**src/rtl/systolic_pkg.sv**
```systemverilog
// rtl/systolic_pkg.sv - FSM state type and COMPUTE-length helper for the systolic multiplier
package systolic_pkg;
  typedef enum logic [1:0] {ST_LOAD, ST_COMPUTE, ST_DRAIN} state_t;

  function automatic int compute_len(input int n);
    return 3 * n - 2;
  endfunction
endpackage

```
**src/rtl/systolic_pe.sv**
```systemverilog
// rtl/systolic_pe.sv - one multiply-accumulate cell with registered east/south pass-through
// SYSTOLIC_SAT_EN selects saturating accumulation; otherwise the accumulator wraps.
module systolic_pe #(
  parameter int DW   = 8,
  parameter int ACCW = 2 * DW
) (
  input  logic            clk,
  input  logic            rst_n,
  input  logic            clr,
  input  logic            en,
  input  logic [DW-1:0]   a_west,
  input  logic [DW-1:0]   b_north,
  output logic [DW-1:0]   a_east,
  output logic [DW-1:0]   b_south,
  output logic [ACCW-1:0] acc
);
  localparam int SW = ACCW + 2 * DW;

  logic [2*DW-1:0] prod;
  logic [ACCW-1:0] acc_next;

  assign prod = {{DW{1'b0}}, a_west} * {{DW{1'b0}}, b_north};

`ifdef SYSTOLIC_SAT_EN
  logic [SW:0] sum;
  assign sum      = (SW + 1)'(acc) + (SW + 1)'(prod);
  assign acc_next = (sum > (SW + 1)'({ACCW{1'b1}})) ? {ACCW{1'b1}} : sum[ACCW-1:0];
`else
  assign acc_next = ACCW'({{(2*DW){1'b0}}, acc} + {{ACCW{1'b0}}, prod});
`endif

  always_ff @(posedge clk or negedge rst_n) begin
    if (!rst_n) begin
      a_east  <= '0;
      b_south <= '0;
      acc     <= '0;
    end else if (clr) begin
      a_east  <= '0;
      b_south <= '0;
      acc     <= '0;
    end else if (en) begin
      a_east  <= a_west;
      b_south <= b_north;
      acc     <= acc_next;
    end
  end
endmodule

```
**src/rtl/systolic_matmul_axis.sv**
```systemverilog
// rtl/systolic_matmul_axis.sv - NxN output-stationary systolic matrix multiplier with stream handshakes
// Optional SYSTOLIC_SAT_EN makes the PE accumulators saturate instead of wrap.
module systolic_matmul_axis
  import systolic_pkg::*;
#(
  parameter int N    = 3,
  parameter int DW   = 8,
  parameter int ACCW = 2 * DW
) (
  input  logic                  axi_clk,
  input  logic                  axi_rst_n,
  input  logic                  s_axis_valid,
  input  logic [2*N*DW-1:0]     s_axis_data,
  output logic                  s_axis_ready,
  output logic                  m_axis_valid,
  output logic [N*N*ACCW-1:0]   m_axis_data,
  input  logic                  m_axis_ready,
  output logic                  busy
);
  localparam int CL = compute_len(N);
  localparam int BW = $clog2(N);
  localparam int CW = $clog2(CL);

  state_t        state;
  logic [BW-1:0] bcnt;
  logic [CW-1:0] ccnt;
  logic [DW-1:0] a_buf [N][N];  // [beat][row of A]
  logic [DW-1:0] b_buf [N][N];  // [beat][column of B]
  logic [DW-1:0] a_inj [N];
  logic [DW-1:0] b_inj [N];
  logic [DW-1:0] a_h   [N][N+1];
  logic [DW-1:0] b_v   [N+1][N];
  logic          take, clr, en, unused_edge;

  assign take = (state == ST_LOAD) && s_axis_valid && s_axis_ready;
  assign clr  = take && (bcnt == BW'(N - 1));
  assign en   = (state == ST_COMPUTE);

  always_ff @(posedge axi_clk or negedge axi_rst_n) begin
    if (!axi_rst_n) begin
      state        <= ST_LOAD;
      bcnt         <= '0;
      ccnt         <= '0;
      s_axis_ready <= 1'b0;
      m_axis_valid <= 1'b0;
      busy         <= 1'b0;
      for (int k = 0; k < N; k++)
        for (int e = 0; e < N; e++) begin
          a_buf[k][e] <= '0;
          b_buf[k][e] <= '0;
        end
    end else begin
      case (state)
        ST_LOAD: begin
          s_axis_ready <= 1'b1;
          if (take) begin
            for (int k = 0; k < N; k++)
              if (bcnt == BW'(k))
                for (int e = 0; e < N; e++) begin
                  a_buf[k][e] <= s_axis_data[e*DW +: DW];
                  b_buf[k][e] <= s_axis_data[N*DW + e*DW +: DW];
                end
            if (bcnt == BW'(N - 1)) begin
              bcnt         <= '0;
              ccnt         <= '0;
              state        <= ST_COMPUTE;
              s_axis_ready <= 1'b0;
              busy         <= 1'b1;
            end else begin
              bcnt <= bcnt + 1'b1;
            end
          end
        end
        ST_COMPUTE: begin
          if (ccnt == CW'(CL - 1)) begin
            state        <= ST_DRAIN;
            m_axis_valid <= 1'b1;
          end else begin
            ccnt <= ccnt + 1'b1;
          end
        end
        ST_DRAIN: begin
          if (m_axis_ready) begin
            state        <= ST_LOAD;
            m_axis_valid <= 1'b0;
            busy         <= 1'b0;
            s_axis_ready <= 1'b1;
          end
        end
        default: state <= ST_LOAD;
      endcase
    end
  end

  // Row i / column j enter i / j cycles late; element k reaches the edge at step i+k (j+k).
  always_comb begin
    for (int i = 0; i < N; i++) begin
      a_inj[i] = '0;
      b_inj[i] = '0;
      for (int k = 0; k < N; k++)
        if (en && (int'(ccnt) == i + k)) begin
          a_inj[i] = a_buf[k][i];
          b_inj[i] = b_buf[k][i];
        end
    end
  end

  always_comb begin
    unused_edge = 1'b0;
    for (int i = 0; i < N; i++)
      unused_edge = unused_edge ^ (^a_h[i][N]) ^ (^b_v[N][i]);
  end

  for (genvar i = 0; i < N; i++) begin : g_edge
    assign a_h[i][0] = a_inj[i];
    assign b_v[0][i] = b_inj[i];
  end

  for (genvar i = 0; i < N; i++) begin : g_row
    for (genvar j = 0; j < N; j++) begin : g_col
      systolic_pe #(.DW(DW), .ACCW(ACCW)) u_pe (
        .clk    (axi_clk),
        .rst_n  (axi_rst_n),
        .clr    (clr),
        .en     (en),
        .a_west (a_h[i][j]),
        .b_north(b_v[i][j]),
        .a_east (a_h[i][j+1]),
        .b_south(b_v[i+1][j]),
        .acc    (m_axis_data[(i*N+j)*ACCW +: ACCW])
      );
    end
  end
endmodule

```
**config.mk**
```make
export PLATFORM = sky130hd
export DESIGN_NAME = systolic_matmul_axis
export DESIGN_NICKNAME = d
export VERILOG_FILES = /design/src/rtl/systolic_pkg.sv /design/src/rtl/systolic_pe.sv /design/src/rtl/systolic_matmul_axis.sv
export SDC_FILE = /design/constraint.sdc
export NUM_CORES = 2
export LEC_CHECK = 0
export ABC_CLOCK_PERIOD_IN_PS = 5200
export BUFFER_PORTS_ARGS = -buffer_cell sky130_fd_sc_hd__buf_4
export CORE_ASPECT_RATIO = 0.5
export CORE_MARGIN = 1.5
export CORE_UTILIZATION = 25
export DETAILED_ROUTE_END_ITERATION = 12
export PLACE_DENSITY = 0.49
export SYNTH_ARGS = -nofsm -noshare
export SYNTH_HDL_FRONTEND = slang
export SYNTH_SLANG_ARGS = --single-unit
```
**constraint.sdc**
```tcl
create_clock -name axi_clk -period 5.2 [get_ports axi_clk]
set_input_delay 0.52 -clock axi_clk [delete_from_list [all_inputs] [get_ports axi_clk]]
set_output_delay 0.52 -clock axi_clk [all_outputs]
set_load 0.02 [all_outputs]
```
# After elaboration in Yosys (flattened, before gate mapping)
# Index checks and enable logic that the tools add are counted.
dict set report totals {
  input_bits 52
  word_cells 183
  output_inout_bits 147
  ff_bits 394
}
dict set report op_classes {
  eq_ne 14
  n_mux 80
  reduce_logical 24
  n_addsub 11
  multipliers 9
}
# op n
set ops {}
lappend ops {{8-bit two-way mux} 42}
lappend ops {{16-bit two-way mux} 18}
lappend ops {{16-bit adder} 9}
lappend ops {{8-bit by 8-bit multiplier with 16-bit output} 9}
lappend ops {{3-bit == test (second input constant)} 4}
lappend ops {{3-bit AND reduction} 4}
lappend ops {{4-bit AND reduction} 3}
lappend ops {{2-bit two-way mux} 5}
lappend ops {{3-bit two-way mux} 3}
lappend ops {{1-bit logical AND} 8}
lappend ops {{2-bit nonzero test} 4}
lappend ops {{1-bit two-way mux} 7}
lappend ops {{2-bit inequality test (second input constant)} 3}
lappend ops {{1-bit one-hot mux with 2 select lines} 3}
lappend ops {{2-bit one-hot mux with 3 select lines} 1}
lappend ops {{3-bit one-hot mux with 2 select lines} 1}
lappend ops {{2-bit by 1-bit == test with 1-bit output (second input constant)} 2}
lappend ops {{2-bit == test (second input constant)} 2}
lappend ops {{2-bit logical NOT} 2}
lappend ops {{2-bit by 1-bit inequality test with 1-bit output (second input constant)} 2}
lappend ops {{2-bit AND reduction} 2}
lappend ops {{3-bit by 1-bit adder with 3-bit output (second input constant)} 1}
lappend ops {{3-bit by 2-bit == test with 1-bit output (second input constant)} 1}
lappend ops {{3-bit logical NOT} 1}
lappend ops {{2-bit by 1-bit adder with 2-bit output (second input constant)} 1}

# Depth between registers and ports, before layout
dict set report depth {
  word_depth 9
  ltp_mapped 25
  mapped_depth_nobuf 22
}

# By module
# Synthesis repeated with hierarchy kept, for this count alone.
dict set report unflattened {
  cells_unflattened 4350
  hier_area_um2 41616.2
}
# module n_inst cells_per_inst area_each_um2
set modules_own_cells {}
lappend modules_own_cells {{systolic_pe (g_row[1].g_col[0].u_pe ...)} 4 423 3858.7}
lappend modules_own_cells {{systolic_pe (g_row[2].g_col[1].u_pe ...)} 2 423 3867.5}
lappend modules_own_cells {{systolic_pe (g_row[0].g_col[0].u_pe ...)} 2 419 3813.7}
lappend modules_own_cells {systolic_matmul_axis 1 550 6967.9}
lappend modules_own_cells {{systolic_pe (g_row[0].g_col[2].u_pe)} 1 424 3851.2}

# Worst setup path after synthesis
# OpenSTA, ideal clock, no wires.
dict set report synth_timing {
  path_kind {flip-flop to flip-flop}
  from {reg ccnt[0]}
  to {reg g_row[0].g_col[0].u_pe.acc[14]}
  required_time_ps 5078
  path_buffers 2
  arrival_ps 5581
  setup_slack_ps -502
  path_stages_with_launch 23
  cell_sequence {dfrtp_1 inv_1 ha_1 nor2b_1 buf_1 clkbuf_1 a32oi_1 nor2_1 a21oi_2 or2_2 fa_1 fa_1 inv_1 fa_1 inv_1 fa_1 inv_1 ha_1 and2_4 a221o_1 o21a_1 or4_1 a32o_1}
}
dict set report synth_between {
  elab_chain_len 9
  elab_cells_between_ends 16
}
# item line
set synth_rtl {}
lappend synth_rtl {{start: declaration} systolic_matmul_axis.sv:26} ;# logic [CW-1:0] ccnt;
lappend synth_rtl {{start signal: assignment} systolic_matmul_axis.sv:79} ;# ccnt <= ccnt + 1'b1;
lappend synth_rtl {{3-bit logical NOT} systolic_matmul_axis.sv:101} ;# if (en && (int'(ccnt) == i + k)) begin
lappend synth_rtl {{1-bit logical AND} systolic_matmul_axis.sv:101}
lappend synth_rtl {{8-bit two-way mux (3 in series)} systolic_matmul_axis.sv:101}
lappend synth_rtl {{8-bit by 8-bit multiplier with 16-bit output (*)} systolic_pe.sv:22} ;# assign prod = {{DW{1'b0}}, a_west} * {{DW{1'b0}}, b_north};
lappend synth_rtl {{16-bit adder (*)} systolic_pe.sv:29} ;# assign acc_next = ACCW'({{(2*DW){1'b0}}, acc} + {{ACCW{1'b0}}, prod});
lappend synth_rtl {{16-bit two-way mux (*)} systolic_pe.sv:41} ;# end else if (en) begin
lappend synth_rtl {{16-bit two-way mux (*)} systolic_pe.sv:37} ;# end else if (clr) begin
lappend synth_rtl {{end signal: assignment} systolic_pe.sv:44} ;# acc <= acc_next;
lappend synth_rtl {{end: declaration} systolic_pe.sv:15} ;# output logic [ACCW-1:0] acc
# Mark *: on every way between the ends. The rest lies on a longest branch, timed or not. The select of a mux whose other input is x is not followed.
# A chain may end at the register's enable or synchronous reset.

# Worst setup path in the final report
dict set report layout_timing {
  from {reg ccnt[0]}
  to {reg g_row[1].g_col[0].u_pe.acc[12]}
}
dict set report layout_between {
  elab_chain_len 9
  elab_cells_between_ends 13
}
# item line
set layout_rtl {}
lappend layout_rtl {{3-bit by 2-bit == test with 1-bit output} systolic_matmul_axis.sv:101}
lappend layout_rtl {{1-bit logical AND} systolic_matmul_axis.sv:101}
lappend layout_rtl {{8-bit two-way mux (2 in series)} systolic_matmul_axis.sv:101}
lappend layout_rtl {{8-bit two-way mux (*)} systolic_matmul_axis.sv:101}
lappend layout_rtl {{8-bit by 8-bit multiplier with 16-bit output (*)} systolic_pe.sv:22}
lappend layout_rtl {{16-bit adder (*)} systolic_pe.sv:29}
lappend layout_rtl {{16-bit two-way mux (*)} systolic_pe.sv:41}
lappend layout_rtl {{16-bit two-way mux (*)} systolic_pe.sv:37}
lappend layout_rtl {{end signal: assignment} systolic_pe.sv:44}
lappend layout_rtl {{end: declaration} systolic_pe.sv:15}
# Marks and branches as above.

==> qor.yml <==
clk_latency_ps: 630
syn_nets: 4763
synth_edf_count: 0
rsz0062_at_grt: "true"
ioPinCount: 199
leakagePower_nw: 23.73
core_area_um2: 151500
hold_viol: 0
cts_tree: "done"
slew_headroom_pct: 42.49
synthFlopType: "dfrtp_1"
drv_cap: 0
yosysSeqAreaShare_pct: 25.88
final_cell_mix: "773 x inv_1, 470 x buf_4, 427 x fa_1"
final_area_um2: 48230
placed_cells: 6256
layout_commonest_cell: "inv_1"
cp_num_buf_inv: 7
drc: 0
placed_cell_area_um2: 44030
numCtsBuffers: 49
regToRegSetupSlack_ps: -430
drtAntennaViolNets: 0
vias: 29070
drt_first_pass_iters: 5
p_per_area_nw_per_um2: 503.2
synth_largest_area_cell: "dfrtp_1"
start_util_pct: 25.15
rows: 101
synth_area_um2: 38100
grt_first_pass_wirelength_um: 177700
min_from: "s_axis_data[38]"
grt_max_degree: 134
cts_root_buf: "clkbuf_16"
crit_slowest_cell: "fa_1"
tightestPinTransition_ps: 862.7
irDropWorstVdd_mv: 0.2449
cp_cell_sequence: "buf_6 > ha_4 > nor4bb_4 > buf_4 > and2b_4 > buf_12 > a221o_1 > o21ai_2 > nand2b_4 > fa_1 > fa_1 > inv_2 > fa_1 > inv_1 > fa_1 > inv_2 > ha_4 > and2_4 > a221oi_4 > buf_4 > a211oi_2 > or3_1 > a32o_1"
die-area_um2: 154900
r2r-start: "ccnt[0]$_DFFE_PN0P_"
first_iter_violations: 1360
slew_violations: 0
p_total_mw: 24.27
antenna_found_initial: 12
r2r.worst_path.cells: 23
setup_viol: 33
synth-async-reset-ratio_pct: 100.0
reg2reg_to: "g_row[1].g_col[0].u_pe.acc[12]$_DFFE_PN0P_"
cp_top_family: "adder cells"
num-nets-final: 5213
yosys-top-cells-area: "dfrtp_1 26%, fa_1 24%, ha_1 11%"
fmax_mhz: 177.8
critPathRequiredTime_ps: 5710
die_height_um: 279.0
avgSynthCellArea_um2: 9.668
crit_top_cell: "fa_1"
failed_checks: "negative setup slack"
wl_um: 111500
crit_type: "register to register"
endpoint_kind: "register"
preCtsSetupSlack_ps: -683.6
routedWlPerCell_um: 17.32
clock-sinks: 394
slowest_delay_ps: 520
whs_ps: 139.6
min_period_ps: 5626
holdPathEnd: "b_buf[62]$_DFFE_PN0P_"
vias_per_cell: 4.515
yosysUniqueCellTypes: 74
areaGrowthSynthToFinish_pct: 26.59
period_share_pct: 108.2
yosysWarnings: 0
port_buffers: 198
setup_ws_ps: -425.8
crit_fanout: 6
ctsHtreeMaxLevel: 2
path_clk_slew_ps: 60
min_path_cells: 2
outcome: "complete, but fails checks"
fin_cells: 6437
crit_arrival_ps: 6140
cp-start-kind: "register"
synth.top_cell.area_share_pct: 25.88
fillers: 15540
die_w_um: 555.1
overflow: 0
hold_class: "input pin to register"
drive_gt1_share_pct: 24.77
grt_pass1_vias: 31270
clock_skew_ps: 20.67
ys_ff_latch: 394
clock_path_buffers: 3
gr-usage-all-layers_pct: 14.50
dp_hpwl_um: 85780
synthCells: 3941
place_congestion: 0.8471
[report_power, final]
part	total, mW	switching (mW)	internal (mW)
registers	6.12	1.77	4.35
logic	14.5	7.82	6.64
clock network	3.69	1.52	2.17
total	24.3	11.1	13.2
[cells by family after synthesis]
group           after synthesis  share of synthesized area [%]
compound gates              539                          10.37
fa+ha+maj                   770                          34.15
xor+xnor                     75                          1.724
mux                         145                          4.282
flops                       394                          25.88
simple gates               1047                          13.79
buf+inv                     971                          9.806
[flip-flops by register name, summed over array words and instances, names as in the netlist]
register / cells
busy: 1
s_axis_ready: 1
m_axis_valid: 1
g_row.g_col.u_pe.acc: 144
g_row.g_col.u_pe.b_south: 48
bcnt: 2
state: 2
b_buf: 72
a_buf: 72
g_row.g_col.u_pe.a_east: 48
ccnt: 3
[routing by layer]
layer  part of all wire, %  track usage [%]  wire length, um
met4                   3.6            5.256             4005
met5                 0.093                0              104
met3                   4.1            2.509             4547
met2                    49            24.92            54530
met1                    43            18.21            48270
[how the worst max path moves through the flow]
stage          depth (start not counted)  slack, ps                                         end           startpoint
3_5_place_dp                          23       -680  g_row[0].g_col[2].u_pe.acc[15]$_DFFE_PN0P_  ccnt[0]$_DFFE_PN0P_
4_1_cts                               23       -370  g_row[2].g_col[0].u_pe.acc[14]$_DFFE_PN0P_  ccnt[0]$_DFFE_PN0P_
6_report                              23       -430  g_row[1].g_col[0].u_pe.acc[12]$_DFFE_PN0P_  ccnt[0]$_DFFE_PN0P_
3_3_place_gp                          22       -510  g_row[0].g_col[1].u_pe.acc[14]$_DFFE_PN0P_  ccnt[0]$_DFFE_PN0P_
2_1_floorplan                         23       -260  g_row[1].g_col[0].u_pe.acc[14]$_DFFE_PN0P_  ccnt[1]$_DFFE_PN0P_
5_1_grt                               23       -600  g_row[1].g_col[0].u_pe.acc[12]$_DFFE_PN0P_  ccnt[0]$_DFFE_PN0P_
[per-stage QoR]
step / TNS, ps / utilization, %
floorplan: -869.0 / -
global placement: -13920 / 29.06
detailed placement: -16320 / 29.06
CTS: -7952 / 30.97
global route: -15670 / 31.83
finish: -8064 / 31.83
[cell usage after synthesis, drive strengths merged, types with 4 or more instances]
cell,instances
and2,138
fa,450
clkbuf,105
mux2,144
or4,10
inv,804
a211o,10
nor2,102
nand2b,96
o2111a,5
a211oi,17
a31oi,11
o21a,14
o31ai,20
ha,320
nor3b,5
dfrtp,394
xnor2,40
xor2,35
a32o,23
a2111oi,5
or3,14
buf,62
a21oi,93
nand2,427
a221oi,12
nand3,58
o211a,4
nor3,12
nor2b,129
a32oi,16
a21o,44
or2,4
nand4,19
o21bai,5
a221o,16
o211ai,21
a22o,92
nand4b,4
and3,15
o21ai,119
[repair_timing]
action,in CTS,in global routing
cloned,3,4
buffers inserted,44,42
hold buffers,1,0
hold endpoints to repair,55,0
pin swaps,67,111
resized for setup,182,197
endpoints found under the setup margin,43,46
[cell type report]
class                           instances  area, um^2  area share [%]
Sequential cell                       394        9861           20.45
Clock inverter                         23       342.8          0.7108
Tap cell                             2008        2512           5.209
Clock buffer                           65        1346           2.791
Timing Repair Buffer                  565        4930           10.22
Inverter                              804        3018           6.257
Antenna cell                            1       2.502        0.005188
Multi-Input combinational cell       2577       26220           54.36
[worst reg2reg max path: stages, from the launching register on]
cell,delay [ps]
dfrtp_1,410
buf_6,140
ha_4,150
nor4bb_4,150
buf_4,150
and2b_4,190
buf_12,140
a221o_1,310
o21ai_2,100
nand2b_4,160
fa_1,450
fa_1,510
inv_2,40
fa_1,520
inv_1,50
fa_1,490
inv_2,40
ha_4,230
and2_4,150
a221oi_4,300
buf_4,180
a211oi_2,60
or3_1,360
a32o_1,250
Note: power is estimated with default switching activity, not from simulation.
